File: src/rtl/serial_master_port.sv
// serial_master_port: initiator end of the serial bus; serializes one host request LSB-first and
// deserializes returned read bytes, reporting completion and timeout aborts.
module serial_master_port #(
  parameter int ADDR_W  = 12,
  parameter int DATA_W  = 8,
  parameter int LEN_W   = 12,
  parameter int TIMEOUT = 255
) (
  input  logic              clk,
  input  logic              reset,
  input  logic              start,
  input  logic              rw,
  input  logic [ADDR_W-1:0] addr_in,
  input  logic [DATA_W-1:0] wdata_in,
  input  logic              burst_en,
  input  logic [LEN_W-1:0]  burst_len,
  input  logic              slave_ready,
  input  logic              slave_valid,
  input  logic              split_en,
  input  logic              rx_data,
  output logic              master_valid,
  output logic              master_ready,
  output logic              read_en,
  output logic              write_en,
  output logic              tx_address,
  output logic              tx_data,
  output logic              tx_burst,
  output logic [DATA_W-1:0] rdata,
  output logic              rdata_valid,
  output logic              busy,
  output logic              done,
  output logic              err
);
  localparam int BW = LEN_W + 1;
  localparam int FL = (ADDR_W > BW ? ADDR_W : BW) - 1;
  localparam int IW = $clog2(FL + 1 > DATA_W ? FL + 1 : DATA_W);
  localparam int TW = $clog2(TIMEOUT + 1);

  typedef enum logic [2:0] {IDLE, REQ, FRAME, WAIT_DATA, SPLIT, RX, GAP, DONE} state_t;
  state_t state, nxt;

  logic              rw_q, rw_n;
  logic [ADDR_W-1:0] addr_q, addr_n;
  logic [DATA_W-1:0] wdata_q, wdata_n;
  logic [BW-1:0]     burst_q, burst_n;
  logic [LEN_W-1:0]  len_q, len_n, len_fix;
  logic [IW-1:0]     idx, idx_n, kk;
  logic [TW-1:0]     tcnt, tcnt_n;
  logic [LEN_W-1:0]  cnt, cnt_n, cnt_inc;
  logic [DATA_W-2:0] sh, sh_n;
  logic [DATA_W-1:0] rdata_n;
  logic              rdv_n, err_n, tout, in_frame, active;
  logic              a_bit, d_bit, b_bit;

  assign tout     = tcnt == TW'(TIMEOUT);
  assign cnt_inc  = cnt + LEN_W'(1);
  assign len_fix  = (burst_en && burst_len == '0) ? LEN_W'(1) : burst_len;

  always_comb begin
    nxt     = state;
    idx_n   = idx;
    tcnt_n  = tcnt;
    cnt_n   = cnt;
    sh_n    = sh;
    rdata_n = rdata;
    rdv_n   = 1'b0;
    err_n   = 1'b0;
    rw_n    = rw_q;
    addr_n  = addr_q;
    wdata_n = wdata_q;
    burst_n = burst_q;
    len_n   = len_q;
    case (state)
      IDLE: if (start) begin
        nxt     = REQ;
        tcnt_n  = '0;
        cnt_n   = '0;
        rw_n    = rw;
        addr_n  = addr_in;
        wdata_n = wdata_in;
        burst_n = rw ? {len_fix, burst_en} : '0;
        len_n   = (rw && burst_en) ? len_fix : LEN_W'(1);
      end
      REQ:
        if (tout) begin
          nxt   = DONE;
          err_n = 1'b1;
        end else if (slave_ready) begin
          nxt   = FRAME;
          idx_n = IW'(1);
        end else tcnt_n = tcnt + TW'(1);
      FRAME:
        if (idx == IW'(FL)) begin
          nxt    = rw_q ? WAIT_DATA : DONE;
          tcnt_n = '0;
        end else idx_n = idx + IW'(1);
      WAIT_DATA:
        if (tout) begin
          nxt   = DONE;
          err_n = 1'b1;
        end else if (split_en) begin
          nxt    = SPLIT;
          tcnt_n = '0;
        end else if (slave_valid) begin
          nxt   = RX;
          idx_n = IW'(1);
          sh_n  = {rx_data, sh[DATA_W-2:1]};
        end else tcnt_n = tcnt + TW'(1);
      SPLIT:
        if (tout) begin
          nxt   = DONE;
          err_n = 1'b1;
        end else if (!split_en && slave_valid) begin
          nxt    = WAIT_DATA;
          tcnt_n = '0;
        end else tcnt_n = tcnt + TW'(1);
      RX:
        if (idx == IW'(DATA_W - 1)) begin
          rdata_n = {rx_data, sh};
          rdv_n   = 1'b1;
          cnt_n   = cnt_inc;
          nxt     = (cnt_inc == len_q) ? DONE : GAP;
        end else begin
          sh_n  = {rx_data, sh[DATA_W-2:1]};
          idx_n = idx + IW'(1);
        end
      GAP: begin
        nxt    = WAIT_DATA;
        tcnt_n = '0;
      end
      DONE: nxt = IDLE;
    endcase
  end

  // Outputs are registered from the next state so they line up with the state they describe.
  assign in_frame = nxt == REQ || nxt == FRAME;
  assign active   = nxt inside {REQ, FRAME, WAIT_DATA, SPLIT, RX, GAP};
  assign kk       = (nxt == FRAME) ? idx_n : '0;
  assign a_bit    = |(addr_n & (ADDR_W'(1) << kk));
  assign d_bit    = |(wdata_n & (DATA_W'(1) << kk));
  assign b_bit    = |(burst_n & (BW'(1) << kk));

  always_ff @(posedge clk or posedge reset) begin
    if (reset) begin
      state        <= IDLE;
      idx          <= '0;
      tcnt         <= '0;
      cnt          <= '0;
      sh           <= '0;
      rw_q         <= 1'b0;
      addr_q       <= '0;
      wdata_q      <= '0;
      burst_q      <= '0;
      len_q        <= '0;
      master_valid <= 1'b0;
      master_ready <= 1'b0;
      read_en      <= 1'b0;
      write_en     <= 1'b0;
      tx_address   <= 1'b0;
      tx_data      <= 1'b0;
      tx_burst     <= 1'b0;
      rdata        <= '0;
      rdata_valid  <= 1'b0;
      busy         <= 1'b0;
      done         <= 1'b0;
      err          <= 1'b0;
    end else begin
      state        <= nxt;
      idx          <= idx_n;
      tcnt         <= tcnt_n;
      cnt          <= cnt_n;
      sh           <= sh_n;
      rw_q         <= rw_n;
      addr_q       <= addr_n;
      wdata_q      <= wdata_n;
      burst_q      <= burst_n;
      len_q        <= len_n;
      master_valid <= in_frame;
      master_ready <= nxt == WAIT_DATA || nxt == RX;
      read_en      <= active & rw_n;
      write_en     <= active & ~rw_n;
      tx_address   <= in_frame & a_bit;
      tx_data      <= in_frame & ~rw_n & d_bit;
      tx_burst     <= in_frame & b_bit;
      rdata        <= rdata_n;
      rdata_valid  <= rdv_n;
      busy         <= nxt != IDLE;
      done         <= nxt == DONE;
      err          <= err_n;
    end
  end
endmodule

File: config.mk
export PLATFORM = sky130hd
export DESIGN_NAME = serial_master_port
export DESIGN_NICKNAME = d
export VERILOG_FILES = /design/src/rtl/serial_master_port.sv
export SDC_FILE = /design/constraint.sdc
export NUM_CORES = 1
export LEC_CHECK = 0
export CORE_ASPECT_RATIO = 1.2
export CORE_MARGIN = 3
export CORE_UTILIZATION = 61
export CTS_CLUSTER_DIAMETER = 150
export DETAILED_ROUTE_END_ITERATION = 7
export GPL_TIMING_DRIVEN = 1
export PLACE_DENSITY = 0.86
export SYNTH_ARGS = -nofsm -noshare
export SYNTH_HDL_FRONTEND = slang
export SYNTH_SLANG_ARGS = --single-unit
File: constraint.sdc
create_clock -name clk -period 6.3 [get_ports clk]
set_input_delay 1.26 -clock clk [delete_from_list [all_inputs] [get_ports clk]]
set_output_delay 1.26 -clock clk [all_outputs]
set_load 0.05 [all_outputs]
==> results of run 1 <==
## how the worst min path moves through the flow
stage	to	cells after the start
after floorplan	burst_q[6]	2
after global placement	rdata[0]	2
after detailed placement	rdata[0]	2
after CTS	rdata[0]	2
after global routing	wdata_q[0]	2
final	rdata[0]	2
## per-layer routing
metal  up-vias  part of all wire
met4         0             0.033
met3        39             0.048
met1      2058              0.43
li1       2092                 -
met2       162              0.49
met5         -                 0
## per-stage QoR
step | total power [uW] | area [um^2]
2_1_floorplan | 1870 | 5200
6_report | 2500 | 5980
4_1_cts | 2500 | 5980
5_1_grt | 2690 | 5980
3_5_place_dp | 2120 | 5800
3_3_place_gp | 2080 | 5800
## cells by family after synthesis
family                   share of synthesized area
AND/OR/NAND/NOR                              0.245
AO/OA/AOI/OAI                                0.156
flip-flops                                   0.476
XOR/XNOR                                    0.0286
multiplexers                                0.0414
adder cells (fa/ha/maj)                     0.0120
buffers and inverters                       0.0402
## final cells by class
class | instances | area share
Inverter | 13 | 0.00836
Clock inverter | 4 | 0.00418
Tap cell | 114 | 0.0238
Sequential cell | 99 | 0.414
Multi-Input combinational cell | 431 | 0.420
Clock buffer | 12 | 0.0259
Timing Repair Buffer | 63 | 0.104
## cell usage in the layout, fill, tap and decap left out, types with 3 or more instances in the layout
cell             count
nor2_1              31
nand2b_1             9
clkdlybuf4s50_1     59
a211oi_1             3
mux2i_1              8
inv_1                9
and2_1               5
clkinv_2             3
xnor2_1             11
a22o_1              12
buf_4                4
o21ai_0             36
nand3b_1             4
mux2_2              10
nor2b_1              4
a31oi_1              5
and3b_1              3
nand2_1            137
inv_2                3
nor3_1              12
nor4_1               6
and3_1               9
a21o_1               6
o21a_1               3
dfrtp_1             99
ha_1                 5
o31ai_1              6
nand3_1             29
o22ai_1              3
xor2_1               6
a21oi_1             18
nand4_1              8
clkbuf_8            11
## sequential cells by signal, summed over array words and instances, names as in the netlist
| register | cells |
|---|---|
| burst_q | 13 |
| addr_q | 12 |
| cnt | 12 |
| len_q | 12 |
| rdata | 8 |
| tcnt | 8 |
| wdata_q | 8 |
| sh | 7 |
| idx | 4 |
| state | 3 |
| busy | 1 |
| done | 1 |
| err | 1 |
| master_ready | 1 |
| master_valid | 1 |
| rdata_valid | 1 |
| read_en | 1 |
| rw_q | 1 |
| tx_address | 1 |
| tx_burst | 1 |
| tx_data | 1 |
| write_en | 1 |
## critical path, delay by kind of cell
family	cells	cell delay [ns]
AND/OR/NAND/NOR	3	0.57
buffers and inverters	1	0.47
AO/OA/AOI/OAI	4	1.15
multiplexers	1	0.41
## power breakdown
part | switching [uW] | internal [uW]
clock network | 209 | 164
registers | 145 | 837
logic | 689 | 459
total | 1040 | 1460
==> flow_summary.toml, run 1 <==
[timing]
final.setup_skew_ns = 0.0105
tightest_slew_ns = 0.825
finalSetupViolCount = 0
hold_violations = 0
period_minus_slack_ns = 3.61
finalCritPeriodShare = 0.574
setup-tns-final_ns = 0
slew_headroom = 0.450
finalWorstSetupSlack_ns = 2.69
hold_slack_ns = 0.468
rsz0062_at_grt = "no"
fmax_mhz = 277
drv_slew = 0

[detailed_routing]
first_pass_iters = 5
antenna_left = 0
avgViaCountPerCell = 5.91
wire_per_inst_um = 15.6
drt_iter0_markers = 362
drc = 0
vias = 4351
routed_wl_um = 11500

[clock_tree]
clk_pin_slew_ns = 0.09
htree_levels = 3
cts_buffers = 9
clock_path_buffers = 2
ctsHoldBuffers = 0
clock_latency_ns = 0.36
cts-resized-gates = 0
post-cts-setup-buffer-count = 0
clock-sinks = 99
cts_root_buffer = "clkbuf_8"
cts_tree = "yes"

[yosys]
postSynthNetCount = 621
yosysSeqAreaShare = 0.476
synthDominantCellAreaShare = 0.476
avgSynthCellArea_um2 = 9.04
synth_warnings = 0
synth.area.top_cells = "dfrtp_1, nand2_1, o21ai_0"
ys_ff_latch = 99
async_flop_share = 1.00
yosys.area.top_type = "dfrtp_1"
ys.flop_type = "dfrtp_1"
synth_edf_count = 0
synthTopCellsByCount = "nand2_1, dfrtp_1, o21ai_0"
yosysMostFrequentCell = "nand2_1"
synth_cell_types = 69
syn_inst = 575
syn_area_um2 = 5200

[layout]
layout.nets = 663
register_area_um2 = 2480
fill_cells = 641
drive_above_1_share = 0.0772
area_growth_pct = 15.1
fin_cells = 736
multi_input_area_um2 = 2510
final_util = 0.730
diodes = 0

[setup_path]
end_kind = "flip-flop"
worstPathRequired_ns = 6.55
arrival_ns = 3.86
cp-endpoint = "tx_data"
critPathMaxStageDelay_ns = 0.61
criticalPathCategory = "in2reg"
reg2reg_to = "tx_burst"
r2r-start = "state[1]"
slowest_stage = "o22ai_2"
critPathMaxFanout = 21
cp-startpoint = "split_en"
cp-start-kind = "input pin"
crit_chain = "clkdlybuf4s50_1 > and2b_1 > o221ai_2 > and2_4 > o22ai_2 > mux2_2 > nand3_1 > a21boi_0 > o311a_1"
r2r_cells = 10
r2r_slack_ns = 3.04

[die]
io_pins = 60
die-area_um2 = 9670
core_um2 = 8200
die_w_um = 90.3
row_count = 36
initial_utilization = 0.634
fp.dieH_um = 107

[global_route]
antenna_found_initial = 0
grt.busiest_layer = "met2"
grt_max_degree = 68
globalRouteMet2Util = 0.408
grt_usage = 0.246
grt_pass1_wl_um = 19500
first_global_vias = 4202
grt_overflow = 0
gr-usage-met1 = 0.322
met3_usage = 0.0323

[place]
gp_congestion = 0.850
dp_cells = 720
place_ws_ns = 2.30
dp_hpwl_um = 8070
io_buffers = 59

[hold_path]
hold_path.class = "reg2reg"
min-delay-start = "sh[0]"

[power_and_ir_drop]
vdd_ir_drop_max_mv = 0.271
pwr_density_cell_nw_per_um2 = 418
leakage_uw = 0.00278

[outcome]
status = "finished, final reports clean"

[job]
maxCapViolations = 0
No activity file was read; power rests on OpenSTA's default activity.
==> run 2: changes to the inputs <==
--- a/config.mk
+++ b/config.mk
@@ -7,11 +7,11 @@
 export LEC_CHECK = 0
 export CORE_ASPECT_RATIO = 1.2
 export CORE_MARGIN = 3
-export CORE_UTILIZATION = 61
+export CORE_UTILIZATION = 51
 export CTS_CLUSTER_DIAMETER = 150
 export DETAILED_ROUTE_END_ITERATION = 7
 export GPL_TIMING_DRIVEN = 1
-export PLACE_DENSITY = 0.86
+export PLACE_DENSITY = 0.77
 export SYNTH_ARGS = -nofsm -noshare
 export SYNTH_HDL_FRONTEND = slang
 export SYNTH_SLANG_ARGS = --single-unit
==> constraint.sdc (replaced) <==
create_clock -name clk -period 2.98 [get_ports clk]
set_input_delay 0.596 -clock clk [delete_from_list [all_inputs] [get_ports clk]]
set_output_delay 0.596 -clock clk [all_outputs]
set_load 0.05 [all_outputs]
==> flow_summary.toml, run 2 (same netlist as run 1, synthesis figures left out) <==
[die]
fp.dieH_um = 117
io_pins = 60
core_um2 = 9710
row_count = 39
die-area_um2 = 11400
initial_utilization = 0.535
die_w_um = 98.2

[clock_tree]
post-cts-setup-buffer-count = 0
clock-sinks = 99
clk_pin_slew_ns = 0.06
ctsHoldBuffers = 0
cts_tree = "yes"
cts-resized-gates = 0
cts_buffers = 9
htree_levels = 3
cts_root_buffer = "clkbuf_16"
clock_latency_ns = 0.34
clock_path_buffers = 2

[layout]
fill_cells = 827
regMostFlops = "burst_q"
final_cell_mix = "nand2_1, dfrtp_1, clkdlybuf4s50_1"
layout_commonest_cell = "nand2_1"
largest_reg_flops = 13
layout.nets = 679
drive_above_1_share = 0.100
final_util = 0.644
diodes = 0
area_growth_pct = 20.3

[global_route]
first_global_vias = 4270
grt_max_degree = 68
grt_pass1_wl_um = 20700
antenna_found_initial = 0
grt_usage = 0.222
grt_overflow = 0

[job]
maxCapViolations = 0

[place]
gp_congestion = 0.852
io_buffers = 59
dp_hpwl_um = 8700

[detailed_routing]
avgViaCountPerCell = 5.69
wl_met1_um = 5370
vias = 4328
route.met3.wl_um = 521
drc = 0
wire_per_inst_um = 15.8
routed_wl_um = 12000
antenna_left = 0
first_pass_iters = 5
routed.top_layer = "met4"
drt_iter0_markers = 291
met2_length_um = 5820

[power_and_ir_drop]
leakage_uw = 0.00291
p_sw_uw = 2270
clkPwrFrac = 0.189
switching_share = 0.396
internal_power_uw = 3460
power_frac_seq = 0.359
pwr_density_cell_nw_per_um2 = 916
vdd_ir_drop_max_mv = 0.479
pwr-share-comb = 0.452

[setup_path]
critPathMaxStageDelay_ns = 0.70
cp-endpoint = "tx_data"
reg2reg_to = "tx_data"
r2r_slack_ns = 0.30
r2r-start = "state[1]"
arrival_ns = 2.96
crit_chain = "and3b_4 > a22o_1 > a22oi_4 > nand2_4 > or4_4 > nand2_1 > and2_1 > o311a_1"
critPathMaxFanout = 20
cp-start-kind = "flip-flop"
worstPathRequired_ns = 3.26
slowest_stage = "dfrtp_1"
r2r_cells = 8
cp-startpoint = "state[1]"
criticalPathCategory = "reg2reg"
end_kind = "flip-flop"

[timing]
slew_headroom = 0.464
setup-tns-final_ns = 0
hold_violations = 0
drv_slew = 0
finalSetupViolCount = 0
final.setup_skew_ns = 0.00974
finalCritPeriodShare = 0.901
period_minus_slack_ns = 2.68
rsz0062_at_grt = "no"
tightest_slew_ns = 0.802
fmax_mhz = 373

[hold_path]
min-delay-start = "burst_q[8]"
hold_path.class = "reg2reg"

[outcome]
status = "finished, final reports clean"
run 2: cell types whose count changed in the layout (fill, tap and decap cells not counted):
cell,previous run,this run
buf_12,0,3
clkinv_4,0,1
clkbuf_16,0,9
buf_4,4,17
clkbuf_8,11,2
clkinv_2,3,2
clkbuf_1,1,0
run 2: power groups by stage:
stage	registers, uW	logic [uW]	clock network, uW
global route	2110	2880	1160
CTS	2050	2600	1110
detailed placement	2080	2580	0
floorplan	2090	1870	0
finish	2050	2590	1080
global placement	2050	2530	0
run 2: worst min path at each step:
stage                       to  depth (start not counted)
global placement    burst_q[6]                          2
finish              burst_q[8]                          2
CTS                 burst_q[3]                          2
detailed placement  burst_q[3]                          2
global route        burst_q[3]                          2
floorplan           burst_q[6]                          2
run 2: critical path, delay by kind of cell, from the launching register on:
family / cells / cell delay (ns)
simple gates: 5 / 1.26
flops: 1 / 0.70
compound gates: 3 / 0.66
run 2: layout make-up:
cell class,instances,area [um^2],share of cell area
Tap cell,123,154,0.0246
Clock buffer,11,253,0.0404
Timing Repair Buffer,79,778,0.124
Multi-Input combinational cell,431,2510,0.402
Clock inverter,4,26.3,0.00420
Inverter,13,52.6,0.00840
Sequential cell,99,2480,0.396
run 2: per-layer routing:
metal,vias to the layer above,GRT usage
li1,2130,-
met1,2040,0.288
met2,133,0.383
met3,25,0.0263
met4,0,0.0865
met5,-,0
run 2: stage by stage:
stage	instances	area (um^2)	worst slack (ns)	power (uW)	hold slack (ns)
6_report	760	6250	0.295	5730	0.467
5_1_grt	760	6250	0.113	6160	0.488
4_1_cts	760	6250	0.320	5760	0.466
3_5_place_dp	745	5980	0.0740	4660	0.452
3_3_place_gp	745	5980	0.122	4580	0.445
2_1_floorplan	575	5200	0.578	3960	0.429
